## config.mk

```make
export PLATFORM = sky130hd
export DESIGN_NAME = memory_cycle
export DESIGN_NICKNAME = d
export VERILOG_FILES = /design/src/rtl/memory_cycle.sv
export SDC_FILE = /design/constraint.sdc
export NUM_CORES = 1
export LEC_CHECK = 0
export CORE_ASPECT_RATIO = 1.1
export CORE_MARGIN = 2
export CORE_UTILIZATION = 39
export DETAILED_ROUTE_END_ITERATION = 12
export HOLD_SLACK_MARGIN = 0.08
export PLACE_DENSITY = 0.92
export SLEW_MARGIN = 20
export SYNTH_ARGS = -nofsm -noshare
export SYNTH_HDL_FRONTEND = slang
export SYNTH_SLANG_ARGS = --single-unit
```

## constraint.sdc

```tcl
create_clock -name clk -period 2.4 [get_ports clk]
set_input_delay 0.36 -clock clk [delete_from_list [all_inputs] [get_ports clk]]
set_output_delay 0.36 -clock clk [all_outputs]
set_load 0.01 [all_outputs]
```

## src/rtl/memory_cycle.sv

```systemverilog
// Memory stage of the 18-bit pipeline: bus load/store with req/ack handshake,
// wait-state stalling, timeout abort, and the MEM/WB pipeline register.
module memory_cycle #(
  parameter int ADDR_W  = 16,
  parameter int TIMEOUT = 255
) (
  input  logic              clk,
  input  logic              rst,
  input  logic              RegWriteM,
  input  logic              MemWriteM,
  input  logic              ResultSrcM,
  input  logic              BranchLinkM,
  input  logic [4:0]        RD_M,
  input  logic [17:0]       ALU_ResultM,
  input  logic [17:0]       WriteDataM,
  input  logic [17:0]       PCPlus4M,
  input  logic [1:0]        RGB_M,
  output logic              mem_req,
  output logic              mem_we,
  output logic [ADDR_W-1:0] mem_addr,
  output logic [1:0]        mem_bank,
  output logic [17:0]       mem_wdata,
  input  logic [17:0]       mem_rdata,
  input  logic              mem_ack,
  output logic              StallM,
  output logic              RegWriteW,
  output logic [4:0]        RD_W,
  output logic [17:0]       ALU_ResultW,
  output logic [17:0]       ReadDataW,
  output logic [17:0]       PCPlus4W,
  output logic [17:0]       ResultW,
  output logic              bus_error
);

  localparam logic [9:0] TO = 10'(TIMEOUT);

  typedef enum logic {IDLE, WAIT} state_t;

  state_t      state;
  logic [9:0]  cnt;
  logic        access;
  logic        ack_ok;
  logic        timeout_hit;
  logic        res_src_w;
  logic        link_w;

  assign access = MemWriteM | ResultSrcM;

  // Request is gated by reset so an in-flight access drops the instant reset asserts.
  assign mem_req     = rst & (((state == IDLE) & access) | (state == WAIT));
  assign ack_ok      = mem_req & mem_ack;
  assign timeout_hit = rst & (state == WAIT) & (cnt == TO) & ~mem_ack;
  assign StallM      = mem_req & ~mem_ack & ~timeout_hit;

  assign mem_we    = MemWriteM;
  assign mem_addr  = ALU_ResultM[ADDR_W-1:0];
  assign mem_bank  = RGB_M;
  assign mem_wdata = WriteDataM;

  always_ff @(posedge clk or negedge rst) begin
    if (!rst) begin
      state     <= IDLE;
      cnt       <= '0;
      bus_error <= 1'b0;
    end else begin
      case (state)
        IDLE: begin
          cnt <= '0;
          if (access && !mem_ack) state <= WAIT;
        end
        WAIT: begin
          if (mem_ack || timeout_hit) begin
            state <= IDLE;
            cnt   <= '0;
          end else begin
            cnt <= cnt + 10'd1;
          end
        end
        default: begin
          state <= IDLE;
          cnt   <= '0;
        end
      endcase
      if (timeout_hit) bus_error <= 1'b1;
    end
  end

  // MEM/WB: a stalled cycle inserts a bubble and otherwise holds its payload.
  always_ff @(posedge clk or negedge rst) begin
    if (!rst) begin
      RegWriteW   <= 1'b0;
      RD_W        <= '0;
      ALU_ResultW <= '0;
      ReadDataW   <= '0;
      PCPlus4W    <= '0;
      res_src_w   <= 1'b0;
      link_w      <= 1'b0;
    end else if (StallM) begin
      RegWriteW <= 1'b0;
    end else begin
      RegWriteW   <= RegWriteM;
      RD_W        <= RD_M;
      ALU_ResultW <= ALU_ResultM;
      PCPlus4W    <= PCPlus4M;
      res_src_w   <= ResultSrcM;
      link_w      <= BranchLinkM;
      // An unstalled load has either been acked or aborted; abort returns zero.
      if (ResultSrcM) ReadDataW <= ack_ok ? mem_rdata : 18'd0;
    end
  end

  always_comb begin
    ResultW = ALU_ResultW;
    if (res_src_w)   ResultW = ReadDataW;
    else if (link_w) ResultW = PCPlus4W;
  end

endmodule
```

==> results by group <==
Route
  • Antenna Nets Post-Route: 0
  • WL/cell: about 17 um
  • Via/cell ratio: 4.95
  • 1st-iter DRT viols: roughly 120
  • Wirelength, routed: 9480 um
  • Vias: 2684
  • Drt first pass iters: 4
  • Drt drc: 0

Synthesis
  • Cells after Synth: 287
  • Sequential fraction of the synthesis area: 0.508
  • Mapped Avg Cell Area: between 10 and 15 um^2
  • Async SR Flop Fraction: 1.00
  • Most used DFF post-synth: dfrtp_1
  • Syn nets: 374
  • Yosys reg bits: between 70 and 80
  • Yosys cell types: 32
  • Synthesized area: 3650 um^2
  • Number of synthesized flops with an enable pin: 0
  • Warnings from Yosys: 0

Die
  • Area of the core: about 9200 um^2
  • Chip height: 105 um
  • # rows: 37
  • Die width: 96.2 um
  • Die area: 10100 um^2
  • I/O pin count: 204
  • Initial Util: 0.396

Worst setup path
  • Crit Path Max Fanout: 4
  • R2R cell count: 7
  • CP Capture Type: output port
  • Reg-to-reg critical path startpoint: cnt[1]$_DFF_PN0_
  • R2R Path End: ALU_ResultW[4]$_DFFE_PN0N_
  • WP data required: 2040 ps
  • Worst reg2reg setup slack: 290 ps
  • CP startpoint kind: register
  • Worst EP arrival: 1890 ps
  • Critical path type: register to output port

CTS
  • Clk_lat worst skew: 330 ps
  • Number of CTS-inserted buffers: 9
  • H-Tree Depth: 3
  • Max Root-Sink Buffers: 2
  • Clk sinks: 74
  • # hold bufs at CTS: 0
  • Clock Tree Root: clkbuf_8
  • Reg clk slew, reported paths: around 90 ps
  • CTS tree: yes

STA
  • Setup Total Neg Slack: 0 ps
  • RSZ-0062 raised after global routing: no
  • Max Slew Vio Count: 0
  • Max_slew headroom: 0.430
  • Final setup vio count: 0
  • Worst Skew: 17.5 ps
  • Least-Margin Pin Slew: roughly 850 ps
  • Final Hold Fails: 0
  • Min cycle time layout: 2250 ps
  • Tcrit/Tclk final: 0.939
  • Fmax: between 400 and 500 MHz
  • Hold WS: 105 ps

Global route
  • First-pass GRT wire length: 14300 um
  • Vias in the first global route: ~2.8k
  • Largest net degree at the start of global routing: 44
  • All-Layer GR Usage: 0.183
  • Grt ovf: 0
  • Antenna violations before repair: 0

Placed design
  • Routability cong.: between 0.7 and 0.8
  • Number of I/O port buffers: 163
  • HPWL Detailed: 6940 um

Cells and area
  • Post-Route Utilization: 0.580
  • Register area: ~1900 um^2
  • Area occupied by multi-input gates: about 1400 um^2
  • Ant diodes: 0
  • # fillers: 745
  • Layout cells sized above 1: 0.179
  • Final nets: roughly 510
  • Synth-to-layout area growth: 46.3%

Min path
  • Hold Path Class: input pin to async pin

Pwr
  • P_leak: 2.37 nW
  • Power Dens Cells: 589 nW/um^2
  • Design Power: 3.14 mW
  • Peak VDD IR: 0.000302 V

Run status
  • Outcome: completed

Run
  • Max Cap Viol: 0
[report_power, final]
| part | switching (mW) | total (mW) | internal (mW) |
|---|---|---|---|
| Clock | 0.466 | 0.949 | 0.483 |
| Combinational | 0.295 | 0.782 | 0.487 |
| Sequential | 0.0773 | 1.41 | 1.33 |
| Total | 0.839 | 3.14 | 2.30 |
[per-layer routing]
metal  vias to the layer above  track usage  wire (um)
met5                         -            0          0
met4                         0       0.0551        106
met3                        13       0.0350        506
met2                        93        0.331       5170
met1                      1350        0.215       3690
li1                       1228            -          -
[registers in the layout, indices dropped and copies added, names as in the netlist]
register,count
link_w,1
ALU_ResultW,18
bus_error,1
RegWriteW,1
PCPlus4W,18
ReadDataW,18
RD_W,5
cnt,10
res_src_w,1
state,1
[cells by family (layout without fill, tap and decap cells)]
| logic type | Yosys count | after routing | synth area share |
|---|---|---|---|
| simple gates | 52 | 52 | 0.0682 |
| mux | 60 | 60 | 0.218 |
| compound gates | 40 | 40 | 0.0813 |
| buf+inv | 53 | 191 | 0.105 |
| xor+xnor | 7 | 7 | 0.0168 |
| fa+ha+maj | 1 | 1 | 0.00343 |
| flops | 74 | 74 | 0.508 |
[area by class of cell]
type / instances / area share
flip-flops and latches: 74 / 0.347
repair buffers: 173 / 0.322
multi-input cells: 160 / 0.266
well taps: 117 / 0.0274
clock buffers: 10 / 0.0239
clock inverters: 6 / 0.0122
inverters: 2 / 0.00141
[worst max-delay path, stage by stage (launching register included)]
cell	delay, ps
dfrtp_1	410
ha_2	200
and4_2	270
a311oi_4	290
nand2_4	70
inv_1	70
clkdlybuf4s15_2	240
[cells in the final DEF (no fill, tap or decap), types with 4 or more instances in the layout]
| cell type | count |
|---|---|
| a22o_1 | 18 |
| buf_4 | 9 |
| clkbuf_8 | 9 |
| clkdlybuf4s50_1 | 161 |
| dfrtp_1 | 74 |
| mux2_2 | 4 |
| mux2_4 | 38 |
| mux2i_1 | 18 |
| nand2_1 | 24 |
| nand3_1 | 5 |
| nor2_1 | 10 |
| o21ai_0 | 18 |
| xnor2_1 | 4 |
[cell usage after synthesis (2+ instances only)]
| cell type | n | share of area |
|---|---|---|
| xnor2_1 | 4 | 0.0096 |
| nand2_1 | 24 | 0.025 |
| mux2_2 | 4 | 0.012 |
| buf_4 | 38 | 0.078 |
| inv_1 | 2 | 0.0021 |
| o21ai_0 | 18 | 0.025 |
| nand3_1 | 5 | 0.0069 |
| mux2i_1 | 18 | 0.049 |
| nor3_1 | 3 | 0.0041 |
| xor2_1 | 3 | 0.0072 |
| clkbuf_1 | 5 | 0.0051 |
| and3_1 | 2 | 0.0034 |
| nor2_1 | 10 | 0.010 |
| a22o_1 | 18 | 0.043 |
| buf_6 | 5 | 0.015 |
| buf_2 | 2 | 0.0027 |
| mux2_4 | 38 | 0.16 |
| dfrtp_1 | 74 | 0.51 |
[per-stage QoR]
stage	worst slack (ps)	std cells	cell area (um^2)
2_1_floorplan	477	287	3650
3_3_place_gp	32.7	525	5130
3_5_place_dp	8.27	525	5130
4_1_cts	24.3	542	5340
5_1_grt	18.3	542	5340
6_report	146	542	5340
[how the worst max path moves through the flow]
| stage | to | cells past startpoint | startpoint | slack [ps] |
|---|---|---|---|---|
| 2_1_floorplan | StallM | 6 | cnt[0]$_DFF_PN0_ | 480 |
| 3_3_place_gp | StallM | 6 | ResultSrcM | 30 |
| 3_5_place_dp | StallM | 6 | ResultSrcM | 8 |
| 4_1_cts | StallM | 6 | cnt[0]$_DFF_PN0_ | 20 |
| 5_1_grt | ResultW[3] | 4 | res_src_w$_DFFE_PN0N_ | 20 |
| 6_report | StallM | 6 | cnt[1]$_DFF_PN0_ | 150 |
[what timing repair did]
item                       in CTS  in global routing
pin swaps                       1                  1
setup buffers                   1                  0
hold endpoints to repair        0                  0
setup endpoints to repair       1                  3
gates cloned                    0                  0
gates resized for setup         5                  1
(Power assumes the default switching activity.)
